<file path="config.mk">
export PLATFORM = sky130hd
export DESIGN_NAME = mult_error_monitor
export DESIGN_NICKNAME = d
export VERILOG_FILES = /design/src/rtl/mult_eval_pkg.sv /design/src/rtl/mult_ed_stage.sv /design/src/rtl/mult_error_monitor.sv
export SDC_FILE = /design/constraint.sdc
export NUM_CORES = 1
export LEC_CHECK = 0
export ABC_AREA = 1
export ABC_CLOCK_PERIOD_IN_PS = 2800
export BUFFER_PORTS_ARGS = -buffer_cell sky130_fd_sc_hd__clkbuf_2
export CAP_MARGIN = 15
export CORE_ASPECT_RATIO = 2
export CORE_MARGIN = 4
export CORE_UTILIZATION = 40
export CTS_CLUSTER_SIZE = 12
export DETAILED_ROUTE_END_ITERATION = 10
export PLACE_DENSITY = 0.56
export REMOVE_ABC_BUFFERS = 1
export SLEW_MARGIN = 20
export SYNTH_ARGS = -nofsm -noshare
export SYNTH_HDL_FRONTEND = slang
export SYNTH_SLANG_ARGS = --single-unit
</file>
<file path="constraint.sdc">
create_clock -name clk -period 2.8 [get_ports clk]
set_clock_uncertainty 0.05 [all_clocks]
set_input_delay 0.42 -clock clk [delete_from_list [all_inputs] [get_ports clk]]
set_output_delay 0.42 -clock clk [all_outputs]
set_load 0.03 [all_outputs]
</file>
<file path="src/rtl/mult_eval_pkg.sv">
// rtl/mult_eval_pkg.sv - shared widths, FSM states and stage-1 record for multiplier evaluation
package mult_eval_pkg;

  localparam int OP_W = 8;
  localparam int P_W  = 16;

  typedef enum logic [1:0] {
    IDLE  = 2'd0,
    RUN   = 2'd1,
    DRAIN = 2'd2,
    DONE  = 2'd3
  } state_t;

  typedef struct packed {
    logic            valid;
    logic [OP_W-1:0] a;
    logic [OP_W-1:0] b;
    logic [P_W-1:0]  ed;
  } stage1_t;

  // 17-bit signed subtract so the magnitude of any 16-bit difference fits in P_W bits
  function automatic logic [P_W-1:0] abs_diff(input logic [P_W-1:0] x,
                                               input logic [P_W-1:0] y);
    logic signed [P_W:0] d;
    d = $signed({1'b0, x}) - $signed({1'b0, y});
    if (d < 0) d = -d;
    return d[P_W-1:0];
  endfunction

endpackage

</file>
<file path="src/rtl/mult_ed_stage.sv">
// rtl/mult_ed_stage.sv - registered error-distance stage with operand capture and valid flag
import mult_eval_pkg::*;

module mult_ed_stage (
  input  logic            clk,
  input  logic            rst_n,
  input  logic            clr,
  input  logic            en,
  input  logic [OP_W-1:0] a,
  input  logic [OP_W-1:0] b,
  input  logic [P_W-1:0]  p_exact,
  input  logic [P_W-1:0]  p_approx,
  output stage1_t         s1
);

  always_ff @(posedge clk or negedge rst_n) begin
    if (!rst_n) begin
      s1 <= '0;
    end else if (clr) begin
      s1 <= '0;
    end else begin
      s1.valid <= en;
      if (en) begin
        s1.a  <= a;
        s1.b  <= b;
        s1.ed <= abs_diff(p_exact, p_approx);
      end
    end
  end

endmodule

</file>
<file path="src/rtl/mult_error_monitor.sv">
// rtl/mult_error_monitor.sv - windowed error statistics of an approximate vs exact 8x8 multiplier
import mult_eval_pkg::*;

module mult_error_monitor #(
  parameter int WINDOW = 65536,
  parameter int CNT_W  = 17,
  parameter int ACC_W  = 32
) (
  input  logic             clk,
  input  logic             rst_n,
  input  logic             start,
  input  logic             in_valid,
  output logic             in_ready,
  input  logic [OP_W-1:0]  a,
  input  logic [OP_W-1:0]  b,
  input  logic [P_W-1:0]   p_exact,
  input  logic [P_W-1:0]   p_approx,
  output logic             busy,
  output logic             done,
  output logic [CNT_W-1:0] sample_cnt,
  output logic [CNT_W-1:0] err_cnt,
  output logic [ACC_W-1:0] sum_ed,
  output logic [P_W-1:0]   max_ed,
  output logic [OP_W-1:0]  max_a,
  output logic [OP_W-1:0]  max_b
);

  // One spare bit above the wider of accumulator and ED so the clamp test never wraps
  localparam int               SUM_W    = ((ACC_W > P_W) ? ACC_W : P_W) + 1;
  localparam logic [SUM_W-1:0] SUM_MAX  = {{(SUM_W-ACC_W){1'b0}}, {ACC_W{1'b1}}};
  localparam logic [CNT_W-1:0] LAST_IDX = CNT_W'(WINDOW - 1);

  state_t           state, state_nxt;
  stage1_t          s1;
  logic             accept;
  logic             last_accept;
  logic [SUM_W-1:0] sum_ext;

  // start wins over a same-edge accept, so that sample never enters the pipeline
  assign accept      = in_valid && (state == RUN) && !start;
  assign last_accept = accept && (sample_cnt == LAST_IDX);
  assign sum_ext     = SUM_W'(sum_ed) + SUM_W'(s1.ed);

  always_ff @(posedge clk or negedge rst_n) begin
    if (!rst_n) state <= IDLE;
    else        state <= state_nxt;
  end

  always_comb begin
    state_nxt = state;
    in_ready  = 1'b0;
    busy      = 1'b0;
    done      = 1'b0;
    case (state)
      IDLE: ;
      RUN: begin
        in_ready = 1'b1;
        busy     = 1'b1;
        if (last_accept) state_nxt = DRAIN;
      end
      DRAIN: begin
        busy      = 1'b1;
        state_nxt = DONE;
      end
      DONE: done = 1'b1;
      default: state_nxt = IDLE;
    endcase
    if (start) state_nxt = RUN;
  end

  mult_ed_stage u_ed_stage (
    .clk      (clk),
    .rst_n    (rst_n),
    .clr      (start),
    .en       (accept),
    .a        (a),
    .b        (b),
    .p_exact  (p_exact),
    .p_approx (p_approx),
    .s1       (s1)
  );

  always_ff @(posedge clk or negedge rst_n) begin
    if (!rst_n)      sample_cnt <= '0;
    else if (start)  sample_cnt <= '0;
    else if (accept) sample_cnt <= sample_cnt + CNT_W'(1);
  end

  always_ff @(posedge clk or negedge rst_n) begin
    if (!rst_n) begin
      err_cnt <= '0;
      sum_ed  <= '0;
      max_ed  <= '0;
      max_a   <= '0;
      max_b   <= '0;
    end else if (start) begin
      err_cnt <= '0;
      sum_ed  <= '0;
      max_ed  <= '0;
      max_a   <= '0;
      max_b   <= '0;
    end else if (s1.valid) begin
      if (s1.ed != '0) err_cnt <= err_cnt + CNT_W'(1);
      sum_ed <= (sum_ext > SUM_MAX) ? {ACC_W{1'b1}} : sum_ext[ACC_W-1:0];
      // Strictly greater keeps the earliest sample on a tie
      if (s1.ed > max_ed) begin
        max_ed <= s1.ed;
        max_a  <= s1.a;
        max_b  <= s1.b;
      end
    end
  end

endmodule

</file>
# Yosys cells after proc, flatten, opt, wreduce, memory -nomap -nowiden

Index checks and enable logic that the tools add are counted.

Bits in writable memories: 0
Flip-flop bits (word level): 133
Latch bits: 0
Logic and storage cells: 64
Input port bits: 52
Output and inout port bits: 101
Memories: 0
Memory bits (read-only): 0

Eq/ne operators: 5
Shifts and indexed selects: 0
Bitwise gates (word level): 0
$mul: 0
Reductions and logical operators: 14
Div/mod/pow operators: 0
$lt $le $gt $ge: 3
Add/sub/neg operators: 5
Multiplexer cells: 26

Operators by type and width:

| cell                    | count |
|---|---|
| $mux W32                | 4 |
| $mux W17                | 5 |
| $mux W16                | 4 |
| $mux W8                 | 6 |
| $add A17 B1 Y17 const B | 2 |
| $add A32 B16 Y33        | 1 |
| $gt A33 B32 Y1 const B  | 1 |
| $mux W33                | 1 |
| $eq A17 B16 Y1 const B  | 1 |
| $lt A17 B1 Y1 const B   | 1 |
| $sub A16 B16 Y17        | 1 |
| $gt A16 B16 Y1          | 1 |
| $neg A16 Y16            | 1 |
| $reduce_bool A16 Y1     | 1 |
| $reduce_bool A2 Y1      | 4 |
| $reduce_and A2 Y1       | 3 |
| $eq A2 B2 Y1 const B    | 2 |
| $mux W2                 | 2 |
| $pmux W2 S2             | 1 |
| $logic_and A1 B1 Y1     | 3 |
| $mux W1                 | 3 |
| $ne A3 B3 Y1 const B    | 1 |
| $reduce_bool A3 Y1      | 1 |
| $eq A2 B1 Y1 const B    | 1 |
| other kinds (2)         | 2 |

# Longest topological paths before layout

Gate-level depths: netlist (run 1).

Word-level depth: 7
Mapped depth: 18
Depth with buffers taken out: 18

# By module

A second synthesis (run 1) with hierarchy kept.

Cells, all modules: 1,383
Area total of the unflattened synthesis: 9,550.4 um^2

Modules (own cells, without submodules):

| module             | cells each | instances | seq. area each (um^2) | area an instance (um^2) |
|---|---|---|---|---|
| mult_error_monitor | 1,001      | 1         | 2,502.4               | 6,920.4 |
| mult_ed_stage      | 382        | 1         | 825.8                 | 2,630.0 |

# Worst setup path after synthesis (run 1)

No wires, ideal clock.

Path type: register -> register
Start: register sum_ed[0]
End: register sum_ed[22]
Slack: 0.310 ns
Cell stages (with the launch flop): 13
Data arrival time: 2.317 ns
Period minus slack after synthesis: 2.490 ns
Setup time: 0.123 ns
Data required time: 2.627 ns
Path through: dfrtp_1 > ha_1 > inv_1 > fa_1 > nand3b_1 > nand2_1 > a21oi_2 > o21ai_1 > a21oi_1 > o21bai_2 > a21oi_1 > o21ai_0 > nand2_1

Word-level cells in the longest chain between the ends: 5

RTL lines:

| element                | line                      | RTL |
|---|---|---|
| from (decl)            | mult_error_monitor.sv:22  | `output logic [ACC_W-1:0] sum_ed,` |
| from (signal assigned) | mult_error_monitor.sv:104 | `sum_ed <= (sum_ext > SUM_MAX) ? {ACC_W{1'b1}} : sum_ext[ACC_W-1:0];` |
| $add A32 B16 Y33 *     | mult_error_monitor.sv:42  | `assign sum_ext = SUM_W'(sum_ed) + SUM_W'(s1.ed);` |
| $gt A33 B32 Y1         | mult_error_monitor.sv:104 |  |
| $mux W32 *             | mult_error_monitor.sv:104 |  |
| $mux W32 *             | mult_error_monitor.sv:102 | `end else if (s1.valid) begin` |
| $mux W32 *             | mult_error_monitor.sv:96  | `end else if (start) begin` |

Mark *: on every way between the ends. The rest lies on a longest branch, timed or not. The select of a mux whose other input is x is not followed.
A chain may end at the register's enable or synchronous reset.

# Worst setup path after layout (run 1)

Start: register sum_ed[0]
End: register sum_ed[4]

Same word-level chain as after synthesis.

==> impl_results.md, run 1 <==
- Status: completed
- Final ANT Viol Nets: 0
- Vias in the first global route: 8688
- I/O pin cnt: 153
- Placed Cells: 1613
- Final slew viol count: 0
- DR iter-0 viols: 413
- Biggest area consumer among synthesized cells: dfrtp_1
- Most numerous cell in the Yosys netlist: nand2_1
- Fin crit period: 2600 ps
- Top cells by count, synth: nand2_1 (288), inv_1 (177), dfrtp_1 (133), o21ai_0 (102), nand3_1 (81)
- Final Hold Viols: 0
- Area Overhead vs Synth: 20.3%
- P_int: 3590 µW
- Tightest Hold Check Type: in -> reg
- Pwr dens: 516 nW/µm²
- Maximum fanout along the worst path: 10
- Number of synthesized register bits: 133
- Grt total ovfl: 0
- VDD IR max: 445 µV
- Slew headroom: 0.603
- Vias/cell: 5.15
- Max Buffers Root-to-Sink: 2
- Fmax: 0.385 GHz
- CTS tree: built
- N_diodes: 0
- Synth Cell Area: 8770 µm²
- Path depth of the worst reg2reg path: 14
- Synthesized instance count: 1189
- Clock power share: 0.388
- Fin cells: 1648
- Port bufs: 152
- First-pass GRT wire length: 42700 µm
- Reg-to-reg startpoint: sum_ed[0]
- Drt wl/cell: 16.0 µm
- Crit path required time: 3120 ps
- Yosys top cell area share: 0.379
- Startpoint class of the critical path: flop
- Post-DP HPWL: 21000 µm
- Hold Crit Depth: 3
- Leak Pwr: 0.00551 µW
- CP endpoint kind: flop
- Worst r2r dst: sum_ed[4]
- Cts bufs inserted: 17
- Async set or reset register ratio after synthesis: 1.00
- H-tree depth: 4
- Sw frac: 0.340
- Starting Density: 0.407
- CTS root buf: clkbuf_16
- Sequential share of the synthesized area: 0.379
- Tcrit/Tclk final: 0.928
- Routed WL: 26400 µm
- Final nets: 1471
- DRC viols: 0
- Setup violators final: 0
- Number of iterations in the first detailed-routing pass: 6
- Gate power share: 0.225
- Antenna violations before repair: 0
- YS warnings: 0
- Clock transition at the registers of the reported paths: 60 ps
- Die area: 24500 µm²
- Max-Cap Viols: 0
- Routed vias: 8489
- Worst skew pair latency: 430 ps
- Largest net degree at the start of global routing: 61
- Switch Pwr: 1850 µW
- Worst-margin pin slew: 596 ps
- Share of layout cells above drive strength 1: 0.185
- Core footprint: 21600 µm²
- Die height: 217 µm
- Mapped Avg Cell Area: 7.38 µm²
- WP data arrival: 2920 ps
- Synth unique cells: 47
- Synth area leaders: dfrtp_1 (38%), nand2_1 (12%), ha_1 (7.8%), inv_1 (7.6%), o21ai_0 (5.8%)
- Clock sink count: 133
- Post-synth EDFFs: 0
- Hold path start: a[1]
- Kind of critical path: reg -> reg
- GPL Wtd Cong: 0.931
- Worst hold margin: 147 ps
- Main flop type after synthesis: dfrtp_1
- Flop-to-flop setup slack: 200 ps
- Flop pwr share: 0.387
- DIE WIDTH: 113 µm
- All-Layer GR Usage: 0.219
- Min-Delay Endpoint: u_ed_stage.s1[25]
- Site Rows: 76
-- repair_timing --
action                                 4_1_cts  5_1_grt
gates resized for setup                      0        1
setup endpoints to repair                    0        3
hold buffers                                 1        0
endpoints found under the hold margin       57        0
buffers inserted                             0        2
-- worst max-delay path by stage --
stage / from / to / slack, ps
2_1_floorplan: sum_ed[0] / sum_ed[24] / 200
3_3_place_gp: p_approx[6] / u_ed_stage.s1[12] / 140
3_5_place_dp: p_approx[8] / u_ed_stage.s1[12] / 140
4_1_cts: sum_ed[0] / sum_ed[22] / 200
5_1_grt: sum_ed[0] / sum_ed[24] / -8
6_report: sum_ed[0] / sum_ed[4] / 200
-- through the flow --
step / instance area [µm²] / total power (µW) / worst slack, ps / TNS (ps) / util
2_1_floorplan: 8650 / 2940 / 198 / 0 / -
3_3_place_gp: 9970 / 3370 / 143 / 0 / 0.462
3_5_place_dp: 9970 / 3390 / 137 / 0 / 0.462
4_1_cts: 10500 / 5520 / 199 / 0 / 0.488
5_1_grt: 10600 / 5760 / -8.49 / -8.49 / 0.489
6_report: 10600 / 5450 / 201 / 0 / 0.489
-- layout make-up --
type / instances / area, µm²
well taps: 273 / 342
flip-flops and latches: 133 / 3330
clock inverters: 14 / 116
multi-input cells: 846 / 4640
repair buffers: 180 / 1000
inverters: 184 / 691
clock buffers: 18 / 439
fillers: 2234 / 11000
-- state kept, by name (all words and copies together), names as in the netlist --
register and cells:
u_ed_stage.s1 33, sum_ed 32, err_cnt 17, sample_cnt 17, max_ed 16, max_a 8, max_b 8, state 2
-- kinds of logic after synthesis --
group / synth area share
adder cells (fa/ha/maj): 0.0830
buffers and inverters: 0.0930
AND/OR/NAND/NOR: 0.276
AO/OA/AOI/OAI: 0.138
flip-flops: 0.379
XOR/XNOR: 0.0308
-- placed cells by master, fill, tap and decap left out, types with 10 or more instances in the layout --
cell type / n
xor2_1: 21
o31ai_1: 10
ha_1: 55
buf_4: 25
dfrtp_1: 133
a21oi_1: 57
nand2_2: 15
nand2_1: 288
nand3_1: 81
nor3_1: 30
o21ai_0: 102
nor2_1: 68
nand3b_1: 10
nand4_1: 25
inv_1: 177
clkbuf_2: 151
o22ai_1: 14
clkbuf_16: 17
-- critical path, stage by stage, from the launching register on --
cell and delay (ps):
dfrtp_1 370, ha_1 180, inv_1 50, fa_1 390, nand3b_1 170, nand2_1 120, a21oi_2 100, o21bai_2 190
nand3_1 140, nand2_4 130, nand2_2 90, nor2_4 180, buf_4 200, o21ai_0 90, nand2_1 90
-- routing by layer --
layer  up-vias  track usage  share of wire
met2       188        0.439           0.58
met1      3983        0.207           0.34
met4         0        0.105          0.045
met3        59       0.0397          0.038
met5         -            0              0
li1       4259            -              -
-- power by group through the flow --
stage	registers [µW]	logic [µW]	clock network, µW
floorplan	2170	762	0
global route	2120	1390	2250
detailed placement	2150	1240	0
global placement	2140	1230	0
CTS	2110	1240	2170
finish	2110	1230	2110
Power figures use the tool's default switching activity.
==> inputs of run 2 (changes only) <==
- SYNTH_HIERARCHICAL: not set -> 1
==> run 2 against run 1 <==
Net effect: worst setup slack better by 190 ps; die area is 8.4% higher; core utilization is 0.98 points lower; final cell count is 11% higher; total power is 1.4% lower; combinational power is 12% lower; area after synthesis is 8.8% higher; critical path type unchanged; maximum frequency is 7.8% higher; register-to-register slack better by 190 ps; sequential power is 3% lower.
==> impl_results.md, run 2 <==
- Status: completed
- Slew headroom: 0.525
- GR peak layer: met2
- Crit path max-delay family: compound AO/OA/AOI/OAI gates
- Yosys top cell area share: 0.348
- Routed WL: 28300 µm
- Crit path required time: 3040 ps
- Synth Cell Area: 9550 µm²
- Crit path max-delay cell type: dfrtp_1
- Synth Area in Adders: 0.0762
- Setup violators final: 0
- CP endpoint kind: flop
- WP buf/inv: 1
- Clock sink count: 133
- Commonest cells after routing, fill and taps aside: nand2_1 (471), inv_1 (190), clkbuf_2 (151)
- Leak Pwr: 0.00628 µW
- Area Overhead vs Synth: 17.5%
- Antenna violations before repair: 0
- Flop-to-flop setup slack: 390 ps
- Vias/cell: 5.12
- Hold Crit Depth: 2
- All-Layer GR Usage: 0.218
- Clock transition at the registers of the reported paths: 60 ps
- Placed Cells: 1796
- Final nets: 1642
- Site Rows: 79
- N_diodes: 0
- Synth unique cells: 49
- VDD IR max: 371 µV
- Post-Synth XOR/XNOR Area: 0.0202
- DRC viols: 0
- Routed vias: 9362
- Die height: 227 µm
- Met3 Track Usage GR: 0.0369
- Min-Delay Endpoint: u_ed_stage/s1[27]
- CP Cell Sequence: ha_1 -> a21oi_1 -> nand2_1 -> a21oi_1 -> nand2_4 -> nand3b_4 -> buf_12 -> nand3_1 -> nand2_1 -> o21ai_0
- Setup ws final: 389 ps
- Post-route core utilization: 0.479
- Worst r2r dst: sum_ed[22]
- Maximum fanout along the worst path: 28
- Hold path start: a[3]
- Post-layout power: 5370 µW
- Path depth of the worst reg2reg path: 10
- Kind of critical path: reg -> reg
- WP data arrival: 2650 ps
- Core footprint: 23400 µm²
- Worst-margin pin slew: 706 ps
- GR Util met1: 0.216
- Max-Cap Viols: 0
- GPL Wtd Cong: 0.902
- Post-synth EDFFs: 0
- Top cells by count, synth: nand2_1 (471), inv_1 (190), dfrtp_1 (133), nand3_1 (116), nor2_1 (87)
- Mapped Avg Cell Area: 6.91 µm²
- Leading cell type in the layout, fill and taps excluded: nand2_1
- Synth Area in Simple Gates: 0.372
- Fin cells: 1829
- Drt wl/cell: 15.4 µm
- Mux cell area share after synthesis: 0
- Main flop type after synthesis: dfrtp_1
- Post-DP HPWL: 22100 µm
- Synth area leaders: dfrtp_1 (35%), nand2_1 (19%), inv_1 (7.5%), ha_1 (7.2%), nand3_1 (6.1%)
- Cts bufs inserted: 17
- Met2 Usage GRT: 0.428
- Largest registers: u_ed_stage/s1 x33, sum_ed x32
- Final ANT Viol Nets: 0
- Max reg flops: 33
- Most numerous cell in the Yosys netlist: nand2_1
- Post-CTS Resized: 0
- Largest family of logic cells by synthesized area: simple AND/OR/NAND/NOR gates
- Pwr dens: 479 nW/µm²
- Worst skew pair latency: 430 ps
- Crit. Startpoint: u_ed_stage/s1[15]
- Starting Density: 0.408
- Final Hold Viols: 0
- Vias in the first global route: 9160
- Sequential share of the synthesized area: 0.348
- YS warnings: 6
- Fin crit period: 2410 ps
- Layout filler cell count: 2442
- Fmax: 0.415 GHz
- Synthesized instance count: 1383
- Startpoint class of the critical path: flop
- Compound-gate portion of the synthesized area: 0.0835
- Number of synthesized register bits: 133
- I/O pin cnt: 153
- First-pass GRT wire length: 45300 µm
- CTS tree: built
- Die area: 26600 µm²
- Share of layout cells above drive strength 1: 0.164
- Async set or reset register ratio after synthesis: 1.00
- DIE WIDTH: 117 µm
- Max Buffers Root-to-Sink: 2
- Tightest Hold Check Type: in -> reg
- Number of iterations in the first detailed-routing pass: 7
- Biggest register: u_ed_stage/s1
- Reg-to-reg startpoint: u_ed_stage/s1[15]
- Port bufs: 152
- CTS root buf: clkbuf_16
- Place WS: 79.9 ps
- Largest net degree at the start of global routing: 88
- Biggest area consumer among synthesized cells: dfrtp_1
- RSZ-0062 raised after global routing: no
- Tcrit/Tclk final: 0.861
- Final slew viol count: 0
- Critical Path Max Stage Delay: 470 ps
- H-tree depth: 4
- Grt total ovfl: 0
- DR iter-0 viols: 487
[run 2: cell types whose count changed after synthesis, moves of 8 or more]
cell	change
nand2_1	+183
o21ai_0	-62
nand3_1	+35
nand4_1	+28
nor2_1	+19
a21oi_1	-14
a22o_1	+13
inv_1	+13
o22ai_1	-13
nor3_1	-9
o31ai_1	-8
[run 2: per-layer routing]
| layer | routed length [µm] | up-vias | share of wire |
|---|---|---|---|
| li1 | - | 4775 | - |
| met1 | 10200 | 4346 | 0.36 |
| met2 | 16100 | 183 | 0.57 |
| met3 | 926 | 58 | 0.033 |
| met4 | 1050 | 0 | 0.037 |
| met5 | 0 | - | 0 |
[run 2: per-stage QoR]
step | TNS, ps | hold WS, ps | instance area [µm²]
final | 0 | 156 | 11200
after global routing | 0 | 140 | 11200
after CTS | 0 | 137 | 11200
after detailed placement | 0 | 369 | 10600
after global placement | 0 | 364 | 10600
after floorplan | -31540 | 74.4 | 9330
[run 2: worst max-delay path by stage]
stage / endpoint / slack (ps) / cells past startpoint
after floorplan: max_a[0] / -960 / 8
after global placement: u_ed_stage/s1[14] / 110 / 16
after detailed placement: u_ed_stage/s1[12] / 80 / 16
after CTS: sum_ed[30] / 370 / 15
after global routing: sum_ed[28] / 140 / 15
final: sum_ed[22] / 390 / 10
[run 2: layout make-up]
class                      instances  area [µm²]  area share
tap                              283         354      0.0315
clock buffer                      17         425      0.0379
multi-input combinational       1016        5280       0.470
timing repair buffer             171         950      0.0846
clock inverter                    15         158      0.0140
inverter                         194         731      0.0651
sequential                       133        3330       0.296
[run 2: report_power, final]
group	total, µW	leakage, µW	internal (µW)	switching, µW
Sequential	2050	0.00185	1980	75.5
Clock	2240	0.000288	1260	978
Combinational	1080	0.00415	337	743
Total	5370	0.00628	3580	1800
[run 2: worst register-to-register path: cells and delay by family (launching register included)]
family,cells,cell delay (ps)
DFF,1,470
buffers and inverters,1,190
AOI/OAI and AO/OA,3,660
and+or+nand+nor,5,520
adders and majority gates,1,380
[run 2: logic make-up (layout without fill, tap and decap cells)]
group	count (synthesis)	after routing
AO/OA/AOI/OAI	134	134
XOR/XNOR	22	22
adder cells (fa/ha/maj)	57	57
buffers and inverters	234	397
flip-flops	133	133
AND/OR/NAND/NOR	803	803
[run 2: what timing repair did]
action / in CTS / in global routing
hold buffers: 1 / 0
endpoints found under the hold margin: 52 / 0
setup buffers: 0 / 0
==> inputs of run 3 (changes only) <==
- CORE_UTILIZATION: 40 -> 30
- CTS_CLUSTER_SIZE: 12 -> not set
- PLACE_DENSITY: 0.56 -> 0.44
==> run 3 against run 2 <==
Net effect: worst hold slack got worse by 12 ps; global-route usage shrank 3.6 points; clock-buffer cell count rose by 1; sequential share of layout area shrank 0.58 points; via count rose by 0.56%; final area rose by 2.0%; worst setup slack got worse by 55 ps; flip-flop and latch count unchanged; total power is 0.16% higher; sequential power hardly changed; critical endpoint is now sum_ed[30]; highest routed layer unchanged.
==> impl_results.md, run 3 (same netlist as run 2, synthesis figures left out) <==
- Post-CTS setup buffer count: 0
- Biggest register: u_ed_stage/s1
- GPL Wtd Cong: 0.904
- WP data arrival: 2800 ps
- Final ANT Viol Nets: 0
- I/O pin cnt: 153
- Clock transition at the registers of the reported paths: 70 ps
- Routed vias: 9414
- Kind of critical path: reg -> reg
- Vias/cell: 4.77
- Tightest Hold Check Type: in -> reg
- Largest net degree at the start of global routing: 88
- Share of layout cells above drive strength 1: 0.166
- CTS tree: built
- Max reg flops: 33
- Post-DP HPWL: 24500 µm
- Layout filler cell count: 3420
- Status: completed
- Antenna violations before repair: 0
- Slew headroom: 0.577
- H-tree depth: 4
- First-pass GRT wire length: 49900 µm
- Area Overhead vs Synth: 19.9%
- Crit path required time: 3130 ps
- Leak Pwr: 0.00630 µW
- Crit path max-delay family: simple AND/OR/NAND/NOR gates
- Grt total ovfl: 0
- Final nets: 1647
- Core footprint: 31400 µm²
- Post-CTS Resized: 0
- Fin crit period: 2470 ps
- Vias in the first global route: 9419
- Final cell area excluding filler cells: 11500 µm²
- Crit path max-delay cell type: fa_1
- Largest registers: u_ed_stage/s1 x33, sum_ed x32
- Tcrit/Tclk final: 0.881
- Worst skew pair latency: 450 ps
- Final slew viol count: 0
- Worst path most repeated cell: nand2_1
- All-Layer GR Usage: 0.182
- Site Rows: 92
- RSZ-0062 raised after global routing: no
- Maximum fanout along the worst path: 6
- DRC viols: 0
- Fmax: 0.405 GHz
- Setup TNS: 0 ps
- Setup violators final: 0
- CP Cell Sequence: ha_1 -> inv_1 -> fa_1 -> inv_1 -> nand2_1 -> nand2_1 -> nand3_1 -> nand2_2 -> nand2_2 -> nand2_4 -> buf_4 -> nand4_1 -> nand3_1 -> nand2_1 -> nand2_1
- Pwr dens: 470 nW/µm²
- Max-Cap Viols: 0
- Cts bufs inserted: 17
- Starting Density: 0.304
- Hold path start: b[6]
- CTS root buf: clkbuf_16
- Worst-margin pin slew: 630 ps
- Critical path depth: 15
- CTS Hold Bufs: 1
- WP buf/inv: 3
- Crit. Startpoint: sum_ed[0]
- DIE WIDTH: 134 µm
- Path depth of the worst reg2reg path: 15
- Port bufs: 152
- Routed WL: 31400 µm
- Reg-to-reg startpoint: sum_ed[0]
- Place WS: 69.9 ps
- Final Hold Viols: 0
- Critical Path Max Stage Delay: 400 ps
- Drt wl/cell: 15.9 µm
- N_diodes: 0
- Die area: 34900 µm²
- Leading cell type in the layout, fill and taps excluded: nand2_1
- Setup ws final: 334 ps
- Startpoint class of the critical path: flop
- Clock sink count: 133
- VDD IR max: 445 µV
- Number of iterations in the first detailed-routing pass: 5
- Worst hold margin: 144 ps
- CP endpoint kind: flop
- Hold Crit Depth: 2
- DR iter-0 viols: 372
- Die height: 260 µm
- Commonest cells after routing, fill and taps aside: nand2_1 (471), inv_1 (190), clkbuf_2 (151)
- DP Area: 10900 µm²
- Max Buffers Root-to-Sink: 2
==> run 3: cell count changes in the layout (fill, tap and decap cells not counted), sizes merged <==
cell,previous run,this run
clkinv,3,4
buf,19,24
inv,204,200
clkbuf,168,169
clkinvlp,1,3
==> run 3: metal layers <==
metal  GRT usage  share of wire
met1       0.179           0.36
met2       0.365           0.58
met3      0.0249          0.030
met4      0.0849          0.037
met5           0              0
==> run 3: path summary, 6_finish.rpt <==
path	to	slack [ps]
min	u_ed_stage/s1[22]	140
min in group asynchronous	sum_ed[30]	440
max	sum_ed[30]	330
min reg2reg	max_a[7]	460
max in group asynchronous	max_b[4]	1600
max reg2reg	sum_ed[30]	330
==> run 3: area by class of cell <==
cell class / instances / area (µm²) / area share
clock inverters: 14 / 141 / 0.0123
multi-input cells: 1016 / 5280 / 0.461
well taps: 423 / 529 / 0.0462
repair buffers: 176 / 1010 / 0.0884
inverters: 194 / 731 / 0.0638
clock buffers: 18 / 429 / 0.0375
flip-flops and latches: 133 / 3330 / 0.291
==> run 3: worst reg2reg max path: stages, from the launching register on <==
cell and delay [ps]:
dfrtp_1 380, ha_1 220, inv_1 70, fa_1 400, inv_1 90, nand2_1 50
nand2_1 90, nand3_1 120, nand2_2 120, nand2_2 80, nand2_4 90, buf_4 150
nand4_1 190, nand3_1 180, nand2_1 70, nand2_1 80
==> run 3: power by group <==
group | total (µW) | internal (µW) | switching (µW)
Clock | 2230 | 1250 | 985
Sequential | 2050 | 1980 | 76.0
Combinational | 1100 | 334 | 766
Total | 5380 | 3560 | 1830
==> run 3: stage by stage <==
step	std cells	power [µW]	util
floorplan	1343	2770	-
global placement	1941	3200	0.346
detailed placement	1941	3210	0.346
CTS	1974	5490	0.364
global route	1974	5670	0.364
finish	1974	5380	0.364
